**src/rtl/tdsp_bus_arb_if.sv**
```systemverilog
// -----------------------------------------------------------------------------
// tdsp_bus_arb_if
// Shared external memory bus arbitration signals of the tdsp subsystem.
//   req      : request vector, req[0] is the core's bus_request
//   grant    : one-hot or all-zero grant vector, grant[0] is the core's bus_grant
//   bus_busy : high while any grant bit is high
//   owner    : index of the current owner (0 when the bus is idle)
//   preempt  : one-cycle pulse when a secondary grant is revoked by timeout
// Modports:
//   master : requester side (drives req, observes the arbiter outputs)
//   slave  : arbiter side (observes req, drives grant and status)
// -----------------------------------------------------------------------------
interface tdsp_bus_arb_if #(
  parameter int NREQ = 3
);
  logic [NREQ-1:0] req;
  logic [NREQ-1:0] grant;
  logic            bus_busy;
  logic [2:0]      owner;
  logic            preempt;

  modport master (output req, input grant, input bus_busy, input owner, input preempt);
  modport slave  (input req, output grant, output bus_busy, output owner, output preempt);
endinterface

```
**src/rtl/tdsp_bus_arb.sv**
```systemverilog
// -----------------------------------------------------------------------------
// tdsp_bus_arb
// Arbiter for the shared external memory bus. Requester 0 (the core) has fixed
// top priority and is never preempted; secondary requesters are served
// round-robin and lose the bus after MAX_HOLD cycles of the core waiting.
// Every release is followed by TURN idle turnaround cycles. All outputs are
// registered.
// Ports:
//   clk   : rising-edge clock
//   reset : asynchronous active-high reset
//   bus   : tdsp_bus_arb_if.slave (req in; grant, bus_busy, owner, preempt out)
// -----------------------------------------------------------------------------
module tdsp_bus_arb #(
  parameter int NREQ     = 3,  // 2..8, includes the core
  parameter int MAX_HOLD = 8,  // 1..255
  parameter int TURN     = 1   // 0..3
) (
  input  logic         clk,
  input  logic         reset,
  tdsp_bus_arb_if.slave bus
);

  typedef enum logic [1:0] {
    S_IDLE = 2'd0,
    S_OWN  = 2'd1,
    S_TURN = 2'd2
  } state_e;

  // With no turnaround a release returns straight to arbitration.
  localparam state_e AFTER_OWN = (TURN == 0) ? S_IDLE : S_TURN;

  state_e          state_q, state_d;
  logic [2:0]      rr_ptr_q, rr_ptr_d;
  logic [7:0]      hold_cnt_q, hold_cnt_d;
  logic [1:0]      turn_cnt_q, turn_cnt_d;
  logic [NREQ-1:0] grant_q, grant_d;
  logic            bus_busy_q, bus_busy_d;
  logic [2:0]      owner_q, owner_d;
  logic            preempt_q, preempt_d;

  logic            win_valid;
  logic [2:0]      winner;
  logic            own_req;
  logic            release_own;
  logic            timeout_own;
  logic [2:0]      rr_next_own;

  // Winner selection: core first, then the first secondary at or above
  // rr_ptr, then wrap around to the secondaries below rr_ptr.
  always_comb begin
    // NOTE: every variable written here gets a default first, so no path
    // leaves it unassigned and no latch is inferred.
    win_valid = 1'b0;
    winner    = 3'd0;
    if (bus.req[0]) begin
      win_valid = 1'b1;
    end else begin
      for (int i = 1; i < NREQ; i++) begin
        if (!win_valid && bus.req[i] && (i >= int'(rr_ptr_q))) begin
          win_valid = 1'b1;
          winner    = 3'(i);
        end
      end
      for (int i = 1; i < NREQ; i++) begin
        if (!win_valid && bus.req[i] && (i < int'(rr_ptr_q))) begin
          win_valid = 1'b1;
          winner    = 3'(i);
        end
      end
    end
  end

  // Request line of the current owner.
  always_comb begin
    own_req = 1'b0;
    for (int i = 0; i < NREQ; i++) begin
      if (owner_q == 3'(i)) own_req = bus.req[i];
    end
  end

  assign release_own = !own_req;
  // A release on the timeout edge wins, so the timeout requires own_req.
  assign timeout_own = (owner_q != 3'd0) && bus.req[0] && own_req &&
                       (hold_cnt_q == 8'(MAX_HOLD - 1));
  assign rr_next_own = (owner_q == 3'(NREQ - 1)) ? 3'd1 : owner_q + 3'd1;

  // State register
  always_ff @(posedge clk or posedge reset) begin
    if (reset) begin
      state_q    <= S_IDLE;
      rr_ptr_q   <= 3'd1;
      hold_cnt_q <= 8'd0;
      turn_cnt_q <= 2'd0;
      grant_q    <= '0;
      bus_busy_q <= 1'b0;
      owner_q    <= 3'd0;
      preempt_q  <= 1'b0;
    end else begin
      // NOTE: non-blocking assignments so every flop samples pre-edge values.
      state_q    <= state_d;
      rr_ptr_q   <= rr_ptr_d;
      hold_cnt_q <= hold_cnt_d;
      turn_cnt_q <= turn_cnt_d;
      grant_q    <= grant_d;
      bus_busy_q <= bus_busy_d;
      owner_q    <= owner_d;
      preempt_q  <= preempt_d;
    end
  end

  // Next-state and counter logic
  always_comb begin
    state_d    = state_q;
    rr_ptr_d   = rr_ptr_q;
    hold_cnt_d = hold_cnt_q;
    turn_cnt_d = turn_cnt_q;
    unique case (state_q)
      S_IDLE: begin
        if (win_valid) begin
          state_d    = S_OWN;
          hold_cnt_d = 8'd0;
        end
      end
      S_OWN: begin
        if (release_own || timeout_own) begin
          state_d    = AFTER_OWN;
          turn_cnt_d = 2'd0;
          hold_cnt_d = 8'd0;
          if (owner_q != 3'd0) rr_ptr_d = rr_next_own;
        end else if ((owner_q != 3'd0) && bus.req[0]) begin
          // Only counts while the core waits; timeout fires before overflow.
          hold_cnt_d = hold_cnt_q + 8'd1;
        end else begin
          hold_cnt_d = 8'd0;
        end
      end
      S_TURN: begin
        if (turn_cnt_q == 2'(TURN - 1)) state_d = S_IDLE;
        else                            turn_cnt_d = turn_cnt_q + 2'd1;
      end
      default: state_d = S_IDLE;
    endcase
  end

  // Output logic (values for the registered outputs)
  always_comb begin
    grant_d    = '0;
    bus_busy_d = 1'b0;
    owner_d    = 3'd0;
    preempt_d  = 1'b0;
    unique case (state_q)
      S_IDLE: begin
        if (win_valid) begin
          for (int i = 0; i < NREQ; i++) begin
            if (winner == 3'(i)) grant_d[i] = 1'b1;
          end
          bus_busy_d = 1'b1;
          owner_d    = winner;
        end
      end
      S_OWN: begin
        if (release_own || timeout_own) begin
          preempt_d = timeout_own;
        end else begin
          grant_d    = grant_q;
          bus_busy_d = 1'b1;
          owner_d    = owner_q;
        end
      end
      default: ;
    endcase
  end

  assign bus.grant    = grant_q;
  assign bus.bus_busy = bus_busy_q;
  assign bus.owner    = owner_q;
  assign bus.preempt  = preempt_q;

endmodule
```
**src/flat_wrapper.sv**
```systemverilog
// flat-port wrapper written by rule: the top's interface ports become plain ports
module tdsp_bus_arb_flat 
#(
  parameter int NREQ     = 3,                            
  parameter int MAX_HOLD = 8,           
  parameter int TURN     = 1          
)
  (clk, reset, bus_req, bus_grant, bus_bus_busy, bus_owner, bus_preempt);
  tdsp_bus_arb_if #(.NREQ(NREQ)) bus_i ();
  input  logic clk;
  input  logic reset;
  input wire logic [$bits(bus_i.req)-1:0] bus_req;
  output wire logic [$bits(bus_i.grant)-1:0] bus_grant;
  output wire logic [$bits(bus_i.bus_busy)-1:0] bus_bus_busy;
  output wire logic [$bits(bus_i.owner)-1:0] bus_owner;
  output wire logic [$bits(bus_i.preempt)-1:0] bus_preempt;
  assign bus_i.req = bus_req;
  assign bus_grant = bus_i.grant;
  assign bus_bus_busy = bus_i.bus_busy;
  assign bus_owner = bus_i.owner;
  assign bus_preempt = bus_i.preempt;
  tdsp_bus_arb #(.NREQ(NREQ), .MAX_HOLD(MAX_HOLD), .TURN(TURN)) u_core (.clk(clk), .reset(reset), .bus(bus_i));
endmodule
```
**config.mk**
```make
export PLATFORM = sky130hd
export DESIGN_NAME = tdsp_bus_arb_flat
export DESIGN_NICKNAME = d
export VERILOG_FILES = /design/src/rtl/tdsp_bus_arb_if.sv /design/src/rtl/tdsp_bus_arb.sv /design/src/flat_wrapper.sv
export SDC_FILE = /design/constraint.sdc
export NUM_CORES = 1
export LEC_CHECK = 0
export BUFFER_PORTS_ARGS = -buffer_cell sky130_fd_sc_hd__buf_4
export CELL_PAD_IN_SITES_DETAIL_PLACEMENT = 1
export CELL_PAD_IN_SITES_GLOBAL_PLACEMENT = 2
export CORE_UTILIZATION = 39
export DETAILED_ROUTE_END_ITERATION = 8
export PLACE_DENSITY_LB_ADDON = 0.1
export REMOVE_ABC_BUFFERS = 1
export SLEW_MARGIN = 20
export SYNTH_ARGS = -nofsm -noshare
export SYNTH_HDL_FRONTEND = slang
export SYNTH_SLANG_ARGS = --single-unit
```
**constraint.sdc**
```tcl
create_clock -name clk -period 2.5 [get_ports clk]
set_input_delay 0.625 -clock clk [delete_from_list [all_inputs] [get_ports clk]]
set_output_delay 0.625 -clock clk [all_outputs]
set_load 0.005 [all_outputs]
```
==> metrics.md <==
| Metric | Value |
|---|---|
| Setup Skew | `0.0179 ns` |
| Routability cong. | `a little over 0.7` |
| WHS | `about 0.47 ns` |
| Main synth FF type | `dfrtp_1` |
| Worst-Margin Slew | `roughly 0.84 ns` |
| H-tree Lvls | `1` |
| Initial DRT Pass Iterations | `4` |
| Arr. time, crit path | `between 1.5 and 2 ns` |
| Hold Path Class | `primary input to async pin` |
| Vias | `847` |
| Crit path kind | `flop to flop` |
| Largest net degree at the start of global routing | `23` |
| R2R depth | `5` |
| Cell family with most CP delay | `compound AO/OA/AOI/OAI gates` |
| Share of cells above drive strength 1 | `0.213` |
| Post-CTS sizing | `0` |
| Final setup viols | `0` |
| MaxCap Viol Count | `0` |
| Worst ir drop on vdd | `0.415 mV` |
| Yosys reg bits | `22` |
| Power Dens Cells | `814 mW/mm²` |
| Reg clk slew, reported paths | `0.14 ns` |
| RSZ-0062 raised after global routing | `false` |
| P&R area growth vs syn | `11.0%` |
| Worst path cell trace | `ha_1 > and4bb_1 > nand3_2 > a21boi_0 > o21ai_0` |
| Gr usage total | `0.179` |
| CTS tree | `built` |
| WL per Instance | `around 16 µm` |
| Worst skew pair latency | `0.31 ns` |
| Num Clock Sinks | `22` |
| Number of flops mapped to enable cells by yosys | `0` |
| Cts bufs inserted | `3` |
| Routed Antenna Nets | `0` |
| Hpwl dp | `1.74 mm` |
| CP Capture Type | `flop` |
| CP Max Fanout | `6` |
| Fin crit period | `1.79 ns` |
| DR iter-0 viols | `14` |
| Crit. Startpoint | `u_core.hold_cnt_q[0]` |
| Via density | `around 5.5` |
| Slew margin rel. | `0.436` |
| Chip width | `55.9 µm` |
| Core area | `about 0.0028 mm²` |
| Setup TNS | `0 ns` |
| Setup bufs post-CTS | `0` |
| DRC | `0` |
| Sequential area share after synthesis | `0.487` |
| # diodes | `0` |
| First-pass GRT wire length | `4.32 mm` |
| Hold Buf Count CTS | `0` |
| Clock Tree Root | `clkbuf_4` |
| Die area | `0.00313 mm²` |
| Status | `finished, final reports clean` |
| Syn Inst Count | `112` |
| Final WL | `~2.4 mm` |
| CP bufs+invs | `0` |
| Die Height | `approximately 56 µm` |
| RR Endpoint | `u_core.turn_cnt_q[0]` |
| Vias in the first global route | `892` |
| Total gr overflow | `0` |
| Final net count | `130` |
| Post-layout util | `0.456` |
| Clock buffer depth | `2` |
| Initial antenna violation count | `0` |
| Count of cell types in the netlist | `43` |
| Max incr delay on CP | `0.49 ns` |
| Crit path required time | `2.67 ns` |
| Critical path destination | `u_core.turn_cnt_q[0]` |
| I/O pin total | `13` |
| R2R setup slack | `0.71 ns` |
| Initial core utilization | `0.411` |
| Critical path depth | `5` |
| Worst reg2reg startpoint | `u_core.hold_cnt_q[0]` |
| Row cnt | `19` |
| CP max stage cell | `a21boi_0` |
| Startpoint type of the worst setup path | `flop` |
| Leak | `0.571 nW` |
| Post-synth ARST share | `1.00` |
| Fin crit share | `0.718` |
| YS warnings | `0` |
| Mapped Avg Cell Area | `10.1 µm²` |
| # port buffers | `11` |
| Post-Syn Area | `0.00113 mm²` |
| Max-slew violation count | `0` |
| Fmax | `around 560 MHz` |
| Final Hold Violating Endpoints | `0` |
==> synth_stat cells (2+ instances only) <==
| library cell | n | area share |
|---|---|---|
| o21ai_0 | 6 | 0.026 |
| nand2_1 | 7 | 0.023 |
| clkbuf_2 | 2 | 0.0088 |
| nor3_1 | 7 | 0.031 |
| dfrtp_1 | 21 | 0.46 |
| inv_1 | 9 | 0.030 |
| nand3_1 | 2 | 0.0088 |
| nand4_1 | 2 | 0.011 |
| xnor2_1 | 6 | 0.046 |
| or2_1 | 2 | 0.011 |
| nor2_1 | 5 | 0.017 |
| nand2b_1 | 2 | 0.011 |
| a21o_2 | 4 | 0.031 |
| ha_1 | 2 | 0.022 |
| a21oi_1 | 7 | 0.031 |
==> logic make-up after synthesis <==
family	count (synthesis)	synth area share
AND/OR/NAND/NOR	38	0.205
AO/OA/AOI/OAI	28	0.169
flip-flops	22	0.487
buffers and inverters	14	0.0585
XOR/XNOR	6	0.0464
adder cells (fa/ha/maj)	2	0.0221
other	1	0.00331
multiplexers	1	0.00883
==> flip-flops by register name, summed over array words and instances (netlist names) <==
name,count
u_core.hold_cnt_q,8
u_core.bus.grant,3
u_core.rr_ptr_q,3
u_core.bus.owner,2
u_core.state_q,2
u_core.turn_cnt_q,2
u_core.bus.bus_busy,1
u_core.bus.preempt,1
==> worst min path at each step <==
| stage | from | to | slack, ns | cells past startpoint |
|---|---|---|---|---|
| after floorplan | u_core.bus.grant[2] | u_core.bus.grant[2] | 0.48 | 1 |
| after global placement | u_core.bus.grant[1] | u_core.bus.grant[1] | 0.47 | 1 |
| after detailed placement | u_core.bus.grant[2] | u_core.bus.grant[2] | 0.48 | 1 |
| after CTS | reset | u_core.hold_cnt_q[2] | 0.50 | 2 |
| after global routing | u_core.bus.grant[2] | u_core.bus.grant[2] | 0.52 | 1 |
| final | reset | u_core.hold_cnt_q[2] | 0.47 | 2 |
==> power breakdown <==
part	internal, mW	total (mW)	switching (mW)	leakage [nW]
clock network	0.0889	0.200	0.111	0.0210
registers	0.433	0.523	0.0896	0.288
logic	0.147	0.302	0.155	0.262
==> placed cells by master (no fill, tap or decap), drive strengths merged, types with 5 or more instances in the layout <==
cell / n
dfrtp: 21
nand2: 7
inv: 9
o21ai: 7
a21o: 5
a21oi: 7
nor2: 5
buf: 11
nor3: 7
xnor2: 6
==> per-stage QoR <==
step | total power, mW | setup slack (ns) | std cells | cell area [µm²]
6_report | 1.02 | 0.706 | 153 | 1260
5_1_grt | 1.10 | 0.540 | 153 | 1260
4_1_cts | 1.04 | 0.693 | 153 | 1260
3_5_place_dp | 0.838 | 0.665 | 149 | 1220
3_3_place_gp | 0.824 | 0.686 | 149 | 1220
2_1_floorplan | 0.703 | 1.04 | 107 | 1100
==> routing by layer <==
metal	track usage	up-vias	wire, µm
li1	-	410	-
met1	0.233	417	1110
met2	0.296	16	1180
met3	0.0233	4	78
met4	0.0836	0	37
met5	0	-	0
==> area by class of cell <==
type / count / area, µm²
Multi-Input combinational cell: 76 / 515
Sequential cell: 22 / 552
Timing Repair Buffer: 11 / 82.6
Tap cell: 31 / 38.8
Fill cell: 320 / 1500
Clock buffer: 4 / 36.3
Inverter: 9 / 33.8
(Power assumes the default switching activity.)
